**src/rtl/spi_flash_arbiter.sv**
```systemverilog
// Two-requester round-robin arbiter driving a byte-level SPI engine for
// flash transactions: opcode, optional 3-byte address, then N read bytes.
module spi_flash_arbiter #(
  parameter int unsigned CS_GAP = 4
) (
  input  logic        clk,
  input  logic        rst,
  input  logic        req0,
  input  logic        req1,
  input  logic [7:0]  cmd0,
  input  logic [7:0]  cmd1,
  input  logic [23:0] addr0,
  input  logic [23:0] addr1,
  input  logic        use_addr0,
  input  logic        use_addr1,
  input  logic [7:0]  len0,
  input  logic [7:0]  len1,
  output logic        gnt0,
  output logic        gnt1,
  output logic        rvalid0,
  output logic        rvalid1,
  output logic        done0,
  output logic        done1,
  output logic [7:0]  rdata,
  output logic        busy,
  output logic        spi_send,
  output logic        spi_recv,
  output logic [7:0]  spi_tx,
  input  logic [7:0]  spi_rx,
  input  logic        spi_ready,
  output logic        spi_cs
);

  typedef enum logic [2:0] {IDLE, CMD, ADDR_H, ADDR_M, ADDR_L, READ, END, GAP} state_t;
  typedef enum logic [1:0] {PULSE, SKIP, WAIT} phase_t;

  state_t      state, next_byte_state;
  phase_t      phase;
  logic        last_gnt;   // also identifies the current owner while a transaction runs
  logic        pick;
  logic [7:0]  cmd_q;
  logic [23:0] addr_q;
  logic        use_addr_q;
  logic [7:0]  rem;
  logic [3:0]  gap_cnt;
  logic [7:0]  tx_byte;

  assign pick = (req0 && req1) ? ~last_gnt : req1;

  // NOTE: every variable gets a default before the case so no latch is inferred.
  always_comb begin
    tx_byte         = 8'hFF;
    next_byte_state = IDLE;
    case (state)
      CMD: begin
        tx_byte         = cmd_q;
        next_byte_state = use_addr_q ? ADDR_H : ((rem == 8'd0) ? END : READ);
      end
      ADDR_H: begin
        tx_byte         = addr_q[23:16];
        next_byte_state = ADDR_M;
      end
      ADDR_M: begin
        tx_byte         = addr_q[15:8];
        next_byte_state = ADDR_L;
      end
      ADDR_L: begin
        tx_byte         = addr_q[7:0];
        next_byte_state = (rem == 8'd0) ? END : READ;
      end
      READ:    next_byte_state = (rem == 8'd1) ? END : READ;
      default: next_byte_state = IDLE;
    endcase
  end

  // NOTE: sequential state uses non-blocking assignments only, so every
  // register samples the pre-edge values regardless of statement order.
  always_ff @(posedge clk or posedge rst) begin
    if (rst) begin
      state      <= IDLE;
      phase      <= PULSE;
      last_gnt   <= 1'b1;
      cmd_q      <= 8'h00;
      addr_q     <= 24'h0;
      use_addr_q <= 1'b0;
      rem        <= 8'h00;
      gap_cnt    <= 4'h0;
      gnt0       <= 1'b0;
      gnt1       <= 1'b0;
      rvalid0    <= 1'b0;
      rvalid1    <= 1'b0;
      done0      <= 1'b0;
      done1      <= 1'b0;
      rdata      <= 8'h00;
      busy       <= 1'b0;
      spi_send   <= 1'b0;
      spi_recv   <= 1'b0;
      spi_tx     <= 8'hFF;
      spi_cs     <= 1'b1;
    end else begin
      // Strobes default low; each branch raises only what it needs.
      spi_send <= 1'b0;
      spi_recv <= 1'b0;
      rvalid0  <= 1'b0;
      rvalid1  <= 1'b0;
      done0    <= 1'b0;
      done1    <= 1'b0;
      case (state)
        IDLE: begin
          if (req0 || req1) begin
            last_gnt   <= pick;
            cmd_q      <= pick ? cmd1 : cmd0;
            addr_q     <= pick ? addr1 : addr0;
            use_addr_q <= pick ? use_addr1 : use_addr0;
            rem        <= pick ? len1 : len0;
            gnt0       <= ~pick;
            gnt1       <= pick;
            busy       <= 1'b1;
            spi_cs     <= 1'b0;
            phase      <= PULSE;
            state      <= CMD;
          end
        end
        CMD, ADDR_H, ADDR_M, ADDR_L, READ: begin
          case (phase)
            PULSE: begin
              spi_tx <= tx_byte;
              if (state == READ) spi_recv <= 1'b1;
              else               spi_send <= 1'b1;
              phase <= SKIP;
            end
            // The engine may not have dropped spi_ready yet in this cycle.
            SKIP: phase <= WAIT;
            default: begin
              if (spi_ready) begin
                phase <= PULSE;
                state <= next_byte_state;
                if (state == READ) begin
                  rdata   <= spi_rx;
                  rvalid0 <= ~last_gnt;
                  rvalid1 <= last_gnt;
                  rem     <= rem - 8'd1;
                end
              end
            end
          endcase
        end
        END: begin
          spi_cs  <= 1'b1;
          done0   <= ~last_gnt;
          done1   <= last_gnt;
          gnt0    <= 1'b0;
          gnt1    <= 1'b0;
          gap_cnt <= 4'(CS_GAP - 1);
          state   <= GAP;
        end
        GAP: begin
          if (gap_cnt == 4'd0) begin
            busy  <= 1'b0;
            state <= IDLE;
          end else begin
            gap_cnt <= gap_cnt - 4'd1;
          end
        end
        default: state <= IDLE;
      endcase
    end
  end

endmodule

```
**config.mk**
```make
export PLATFORM = sky130hd
export DESIGN_NAME = spi_flash_arbiter
export DESIGN_NICKNAME = d
export VERILOG_FILES = /design/src/rtl/spi_flash_arbiter.sv
export SDC_FILE = /design/constraint.sdc
export NUM_CORES = 1
export LEC_CHECK = 0
export ABC_AREA = 1
export ABC_CLOCK_PERIOD_IN_PS = 2300
export CORE_AREA = 5 5 100 102
export DETAILED_ROUTE_END_ITERATION = 10
export DIE_AREA = 0 0 105 107
export DONT_BUFFER_PORTS = 1
export PLACE_DENSITY = 0.62
export SLEW_MARGIN = 15
export SYNTH_ARGS = -nofsm -noshare
export SYNTH_HDL_FRONTEND = slang
export SYNTH_SLANG_ARGS = --single-unit
```
**constraint.sdc**
```tcl
create_clock -name clk -period 2.3 [get_ports clk]
set_clock_uncertainty 0.1 [all_clocks]
set_input_delay 0.23 -clock clk [delete_from_list [all_inputs] [get_ports clk]]
set_output_delay 0.23 -clock clk [all_outputs]
set_load 0.005 [all_outputs]
```
==> results of run 1 <==
-- worst paths after layout --
path,depth (start not counted),start,slack (ns),end
worst max-delay path,7,last_gnt,0.32,rem[3]
worst min-delay path,2,cmd0[1],0.008,cmd_q[1]
worst max register to register,7,last_gnt,0.32,rem[3]
worst min register to register,1,phase[0],0.37,spi_recv
max in group asynchronous,3,rst,1.14,spi_tx[6]
min in group asynchronous,2,rst,0.27,rdata[3]
-- logic make-up after synthesis --
family / synth area share [%]
AND/OR/NAND/NOR: 20.9
AO/OA/AOI/OAI: 18.9
buffers and inverters: 8.56
flip-flops: 49.5
XOR/XNOR: 0.894
adder cells (fa/ha/maj): 1.28
-- synth_stat cells (4+ instances only) --
cell,number
dfrtp_1,67
nand3_1,15
inv_1,56
buf_2,8
clkbuf_1,7
dfstp_2,10
o22ai_1,34
nand2_1,95
inv_2,4
a22oi_1,8
ha_1,4
o21ai_0,68
nor2_1,67
o21ai_1,11
-- layout by cell type, fill, tap and decap left out, types with 2 or more instances in the layout --
cell and n:
nor3_1 3, nor2_1 67, inv_1 55, nand2_1 95, o21ai_0 68, buf_12 2
dfrtp_1 67, inv_2 4, nand3_1 15, ha_1 4, o211ai_1 3, o21ai_1 11
a22oi_1 8, nor2_2 2, buf_4 5, nand4_1 3, xor2_1 3, clkbuf_8 11
dfstp_2 10, o21bai_1 2, o21ai_2 2, o22ai_1 34, nor2_4 2, a21oi_1 2
dlygate4sd3_1 61
-- worst max-delay path: stages, from the launching register on --
cell and delay (ns):
dfstp_2 0.56, nand2_1 0.05, nand2_1 0.07, inv_1 0.46
o21ai_0 0.36, o21ai_0 0.14, nand2_1 0.08, nand2_1 0.05
-- flip-flops by register name (all words and copies together) (netlist names) --
signal / count
spi_tx: 8
gnt0: 1
addr_q: 24
rem: 8
cmd_q: 8
done0: 1
spi_recv: 1
rvalid1: 1
last_gnt: 1
state: 3
done1: 1
gap_cnt: 4
gnt1: 1
rvalid0: 1
use_addr_q: 1
phase: 2
spi_cs: 1
rdata: 8
spi_send: 1
busy: 1
-- repair_timing --
action / in CTS / in global routing
gates resized for setup: 0 / 0
hold endpoints to repair: 68 / 1
hold buffers: 60 / 1
-- per-stage QoR --
| stage | util (%) | power [mW] | instance area (um2) |
|---|---|---|---|
| final | 53.8 | 6.17 | 4850 |
| after global routing | 53.8 | 6.69 | 4850 |
| after CTS | 53.7 | 6.18 | 4840 |
| after detailed placement | 44.7 | 5.01 | 4030 |
| after global placement | 44.7 | 4.90 | 4030 |
| after floorplan | - | 4.37 | 3920 |
-- routing by layer --
layer / vias up / track usage, % / wire length [um]
met1: 1694 / 25.2 / 4640
met4: 0 / 7.58 / 211
li1: 1721 / - / -
met2: 131 / 31.6 / 5380
met3: 21 / 4.58 / 720
met5: - / 0 / 0
-- power breakdown --
group | leakage (nW) | internal [mW] | total, mW | switching, mW
Sequential | 0.937 | 2.04 | 2.42 | 0.381
Combinational | 1.23 | 0.967 | 2.67 | 1.71
Clock | 0.103 | 0.567 | 1.08 | 0.511
-- cell type report --
class,instances,area [um2]
Timing Repair Buffer,68,688
Clock inverter,4,55.1
Tap cell,111,139
Multi-Input combinational cell,331,1640
Inverter,61,233
Sequential cell,77,1940
Fill cell,854,4170
Clock buffer,12,155
==> reports/results.tsv, run 1 <==
metric	value	unit
setup_tns	0	ns
post_cts_buffers	0	
syn-cell-area	3920	um2
rsz0062_at_grt	false	
die_h	107	um
path_max_fanout	40	
fin_crit	1.98	ns
ys_async_sr_fraction	100	%
crit_path_end_kind	register	
start_util	43.4	%
critPathKind	reg -> reg	
max_freq	0.506	GHz
yosysWarnings	0	
maxCapViolCount	0	
grt_max_degree	47	
clock_sinks	77	
post_synth_num_cell_types	34	
yosysTopAreaCell	dfrtp_1	
via_per_inst	5.37	
yosys_register_bits	77	
vias	3567	
syn2layout_area_growth	23.9	%
cts_tree	yes	
hold_path.class	in -> reg	
syn_nets	588	
final-hold-violation-count	0	
cp.required	2.45	ns
dp_slack	0.347	ns
gp_congestion	0.825	
period_share	85.9	%
drtAntennaViolNets	0	
dp_hpwl	7520	um
grt_pass1_vias	3509	
n_antenna_cell	0	
portBuffers	0	
clkTransAtPathRegs	0.08	ns
syn_avg_cell_area	8.01	um2
startpoint_type	register	
grt_pass1_wl	17500	um
fp.coreArea	9020	um2
worst_pin_slew	1.12	ns
wl_per_cell	16.5	um
slew_violations	0	
insertion_delay	0.35	ns
slew_headroom	25.3	%
grt_usage	19.5	%
antenna_found_initial	0	
num_rows	35	
peakVddDrop	542	uV
overflow	0	
synthCells	489	
layout_setup_ws	0.325	ns
htreeDepth	3	
dieArea	11200	um2
drt_iter0_markers	201	
power_per_cell_area	1270	nW/um2
ys.flop_type	dfrtp_1	
setup-violations-final	0	
final_nets	647	
leakage	2.27	nW
synth_edf_count	0	
drc	0	
whs	0.00761	ns
cts_buffers	9	
io_pins	121	
synth.area.top_cells	dfrtp_1 (43%), nand2_1 (9.1%), o21ai_0 (8.7%)	
clockBufferDepth	2	
yosysTopAreaCellShare	42.8	%
cts-root-buf	clkbuf_8	
die_w	105	um
dr.pass1.iters	5	
placedCellCount	587	
cp.arrival	2.12	ns
status	completed	
ys_seq_area_share	49.5	%
routed_wl	11000	um
finalNonFillerCells	664	
drive_above_1_share	8.86	%
(Power assumes the default switching activity.)
==> run 2, diff against run 1 <==
--- a/config.mk
+++ b/config.mk
@@ -12,6 +12,7 @@
 export DIE_AREA = 0 0 105 107
 export DONT_BUFFER_PORTS = 1
 export PLACE_DENSITY = 0.62
+export SKIP_CTS_REPAIR_TIMING = 1
 export SLEW_MARGIN = 15
 export SYNTH_ARGS = -nofsm -noshare
 export SYNTH_HDL_FRONTEND = slang
==> constraint.sdc (replaced) <==
create_clock -name clk -period 2.3 [get_ports clk]
set_clock_uncertainty 0.1 [all_clocks]
set_input_delay 0.46 -clock clk [delete_from_list [all_inputs] [get_ports clk]]
set_output_delay 0.46 -clock clk [all_outputs]
set_load 0.005 [all_outputs]
==> run 2 against run 1 <==
Effect of this change:
- first-iteration DRC count is 24% higher
- final cell count is 9.0% lower
- core utilization is 6.6 points lower
- maximum frequency is 0.44% higher
==> reports/results.tsv, run 2 (synthesized netlist as in run 1, its figures left out) <==
metric	value	unit	change
vias	3278		-8.1%
clkPwrFrac	19.3	%	+1.8 points
comb_power_share	41.2	%	-2.1 points
clkTransAtPathRegs	0.08	ns	about the same
n_fill_cell	934		+9.4%
drtAntennaViolNets	0		unchanged
largest_register_ffs	24		unchanged
clockBufferDepth	2		unchanged
status	completed		
drive_above_1_share	9.55	%	+0.69 points
final_nets	586		-9.4%
grt_usage	18.5	%	-0.98 points
insertion_delay	0.34	ns	about the same
path_max_fanout	10		-75%
cts_tree	yes		
placedCellCount	586		-0.17%
hold_path.class	in -> reg		
io_pins	121		unchanged
finalNonFillerCells	604		-9.0%
worst_pin_slew	0.534	ns	-0.586 ns
top_register	addr_q		
maxCapViolCount	0		unchanged
use_met1	25.6	%	+0.37 points
die_h	107	um	unchanged
setup-violations-final	0		unchanged
dieArea	11200	um2	unchanged
final-hold-violation-count	0		unchanged
final_area	4250	um2	-12%
dp_hpwl	7390	um	-1.7%
peakVddDrop	430	uV	-21%
num_rows	35		unchanged
wl_per_cell	17.0	um	+3.1%
htreeDepth	3		unchanged
power_per_cell_area	1430	nW/um2	+12%
fin_crit	1.97	ns	-0.00869 ns
grt_pass1_vias	3262		-7.0%
setup_tns	0	ns	unchanged
final_common_cell	nand2_1		
seq_area	1940	um2	unchanged
drt_iter0_markers	249		+24%
period_share	85.5	%	-0.38 points
syn2layout_area_growth	8.59	%	
gr-usage-met3	4.15	%	-0.42 points
leakage	2.02	nW	-11%
drc	0		unchanged
critPathKind	reg -> reg		
portBuffers	0		unchanged
cts-root-buf	clkbuf_8		
cp.required	2.46	ns	about the same
swShare	41.3	%	-0.81 points
rsz0062_at_grt	false		
fp.coreArea	9020	um2	unchanged
layout_setup_ws	0.334	ns	+0.00869 ns
gp_congestion	0.886		+7.4%
seq_power_share	39.6	%	+0.4 points
slew_violations	0		unchanged
p_total	6.08	mW	-1.4%
via_per_inst	5.43		+1.0%
max_freq	0.509	GHz	+0.44%
slew_headroom	64.4	%	+39 points
start_util	43.4	%	unchanged
layout_common_cells	nand2_1 (95), o21ai_0 (68), nor2_1 (67), dfrtp_1 (67), inv_1 (55)		
clock_sinks	77		unchanged
grt_pass1_wl	16600	um	-5.5%
p_int	3.57	mW	about the same
place_area	4010	um2	-0.43%
busiest_layer	met2		
cp.arrival	2.13	ns	about the same
p_sw	2.51	mW	-3.3%
grt_max_degree	59		+26%
grt_util_met2	28.5	%	-3.1 points
cts_buffers	9		unchanged
overflow	0		unchanged
die_w	105	um	unchanged
startpoint_type	register		
routed_wl	10300	um	-6.2%
crit_path_end_kind	register		
dp_slack	0.378	ns	+0.0307 ns
antenna_found_initial	1		+1
dr.pass1.iters	4		-1
multiInputGateArea	1640	um2	unchanged
-- run 2: cell types whose count changed in the layout (fill, tap and decap cells not counted), sizes merged --
cell,before,now
dlygate4sd3,61,1
buf,7,6
bufinv,1,2
clkbuf,12,13
clkinv,2,1
diode,0,1
inv,61,60
-- run 2: layout make-up --
type	count	area share, %
multi-input combinational	331	38.6
clock inverter	3	1.62
antenna	1	0.0588
sequential	77	45.6
clock buffer	13	3.74
inverter	61	5.53
tap	111	3.26
timing repair buffer	7	1.59
-- run 2: through the flow --
step                      hold slack (ns)  utilization, %
after floorplan                     0.331               -
final                               0.128            47.2
after CTS                          -0.103            47.0
after global placement              0.270            44.5
after global routing                0.124            47.2
after detailed placement            0.274            44.5
-- run 2: routing by layer --
metal / wire length (um) / vias to the layer above / part of all wire [%]
met5: 0 / - / 0
met4: 200 / 0 / 1.9
met3: 622 / 16 / 6.1
met2: 4760 / 98 / 46
met1: 4690 / 1553 / 46
li1: - / 1611 / -
-- run 2: critical path: stages (launching register included) --
cell and delay (ns):
dfrtp_1 0.47, inv_2 0.18, nand3_1 0.38, o21ai_0 0.48, nor2_1 0.13, a22oi_1 0.15
-- run 2: final timing paths --
| path | slack, ns | cells past startpoint | start | end |
|---|---|---|---|---|
| max in group asynchronous | 0.89 | 3 | rst | spi_cs |
| worst min register to register | 0.38 | 1 | phase[0] | spi_recv |
| worst max-delay path | 0.33 | 5 | state[2] | spi_tx[6] |
| min in group asynchronous | 0.52 | 2 | rst | phase[0] |
| worst min-delay path | 0.13 | 2 | spi_rx[3] | rdata[3] |
| worst max register to register | 0.33 | 5 | state[2] | spi_tx[6] |
-- run 2: power groups by stage --
stage | logic, mW | clock network [mW] | registers, mW
after CTS | 2.50 | 1.20 | 2.41
after global placement | 2.42 | 0 | 2.42
after detailed placement | 2.50 | 0 | 2.43
after global routing | 2.88 | 1.27 | 2.49
after floorplan | 2.06 | 0 | 2.31
final | 2.50 | 1.17 | 2.41
==> run 3, diff against run 2 <==
--- a/config.mk
+++ b/config.mk
@@ -12,8 +12,9 @@
 export DIE_AREA = 0 0 105 107
 export DONT_BUFFER_PORTS = 1
 export PLACE_DENSITY = 0.62
+export RECOVER_POWER = 25
 export SKIP_CTS_REPAIR_TIMING = 1
-export SLEW_MARGIN = 15
+export SLEW_MARGIN = 20
 export SYNTH_ARGS = -nofsm -noshare
 export SYNTH_HDL_FRONTEND = slang
 export SYNTH_SLANG_ARGS = --single-unit
==> run 3 against run 2 <==
Effect of this change:
- largest cell class unchanged
- final cell count unchanged
- routed wire length barely moved
- highest routed layer unchanged
- sequential share of layout area is 0.067 points higher
- clock power hardly changed
- critical path type unchanged
- count of clock-buffer cells in the layout unchanged
- final area fell by 0.15%
==> reports/results.tsv, run 3 (synthesized netlist as in run 1, its figures left out) <==
metric	value	unit	change
slew_headroom	39.1	%	-25 points
setup-violations-final	0		unchanged
grt_pass1_vias	3262		unchanged
p_total	6.08	mW	about the same
status	completed		
die_h	107	um	unchanged
dp_slack	0.378	ns	unchanged
grt_max_degree	59		unchanged
startpoint_type	register		
cp.required	2.46	ns	about the same
rsz0062_at_grt	false		
grt_pass1_wl	16600	um	unchanged
cts_buffers	9		unchanged
slew_violations	0		unchanged
max_freq	0.508	GHz	about the same
largest_register_ffs	24		unchanged
final_common_cell	nand2_1		
dieArea	11200	um2	unchanged
multiInputGateArea	1640	um2	unchanged
reg2regPathDepth	5		unchanged
crit_path_end_kind	register		
start_util	43.4	%	unchanged
grt_usage	18.5	%	unchanged
antenna_found_initial	1		unchanged
r2r_setup_slack	0.33	ns	about the same
hold_path.class	in -> reg		
timing.rr.start	state[2]		
insertion_delay	0.34	ns	about the same
worst_pin_slew	0.908	ns	+0.374 ns
top_register	addr_q		
drc	0		unchanged
routed_wl	10300	um	about the same
seq_area	1940	um2	unchanged
syn2layout_area_growth	8.43	%	
setup_tns	0	ns	unchanged
die_w	105	um	unchanged
final-hold-violation-count	0		unchanged
clockBufferDepth	2		unchanged
gp_congestion	0.886		unchanged
n_fill_cell	936		+0.21%
fin_crit	1.97	ns	+0.000961 ns
portBuffers	0		unchanged
vias	3292		+0.43%
peakVddDrop	432	uV	+0.55%
overflow	0		unchanged
dp_hpwl	7390	um	unchanged
critPathKind	reg -> reg		
final_nets	586		unchanged
clkTransAtPathRegs	0.08	ns	about the same
leakage	2.01	nW	-0.15%
cts_tree	yes		
layout_setup_ws	0.333	ns	-0.000961 ns
num_rows	35		unchanged
drt_iter0_markers	244		-2.0%
wl_per_cell	17.0	um	about the same
crit_end	spi_tx[6]		
via_per_inst	5.45		+0.43%
power_per_cell_area	1430	nW/um2	+0.12%
htreeDepth	3		unchanged
critPathLaunch	state[2]		
layout_common_cells	nand2_1 (95), o21ai_0 (68), nor2_1 (67), dfrtp_1 (67), inv_1 (56)		
fp.coreArea	9020	um2	unchanged
r2r_end	spi_tx[6]		
path_max_fanout	10		unchanged
cts-root-buf	clkbuf_8		
maxCapViolCount	0		unchanged
dr.pass1.iters	4		unchanged
drtAntennaViolNets	0		unchanged
drive_above_1_share	9.15	%	-0.41 points
cp.arrival	2.13	ns	about the same
period_share	85.5	%	about the same
clock_sinks	77		unchanged
io_pins	121		unchanged
run 3: area by class of cell:
type,instances,share of cell area [%]
Clock buffer,13,3.74
Sequential cell,77,45.7
Inverter,61,5.48
Clock inverter,3,1.62
Timing Repair Buffer,7,1.50
Antenna cell,1,0.0589
Tap cell,111,3.27
Multi-Input combinational cell,331,38.7
run 3: where the power goes:
| group | leakage (nW) | internal (mW) | switching [mW] |
|---|---|---|---|
| registers | 0.937 | 2.04 | 0.371 |
| logic | 0.962 | 0.855 | 1.65 |
| clock network | 0.114 | 0.674 | 0.495 |
| total | 2.01 | 3.57 | 2.51 |
run 3: worst min path at each step:
| stage | startpoint | to | slack, ns | cells past startpoint |
|---|---|---|---|---|
| 5_1_grt | spi_rx[3] | rdata[3] | 0.12 | 2 |
| 4_1_cts | rst | phase[0] | -0.10 | 1 |
| 3_5_place_dp | rst | spi_send | 0.27 | 1 |
| 2_1_floorplan | phase[0] | spi_recv | 0.33 | 1 |
| 3_3_place_gp | rst | spi_send | 0.27 | 1 |
| 6_report | spi_rx[3] | rdata[3] | 0.13 | 2 |
run 3: per-stage QoR:
step           util [%]  hold slack, ns  instance area, um2  instances
2_1_floorplan         -           0.331                3920        489
3_3_place_gp       44.5           0.270                4010        586
3_5_place_dp       44.5           0.274                4010        586
4_1_cts            47.0          -0.103                4240        602
5_1_grt            47.1           0.124                4250        604
6_report           47.1           0.129                4250        604
run 3: worst max-delay path, stage by stage, from the launching register on:
cell and delay [ns]:
dfrtp_1 0.47, inv_2 0.18, nand3_1 0.39, o21ai_0 0.48
nor2_1 0.13, a22oi_1 0.15
run 3: per-layer routing:
layer / wire length, um / global-route usage, % / up-vias
li1: - / - / 1615
met1: 4800 / 25.6 / 1578
met2: 4700 / 28.5 / 83
met3: 553 / 4.15 / 16
met4: 200 / 6.67 / 0
met5: 0 / 0 / -
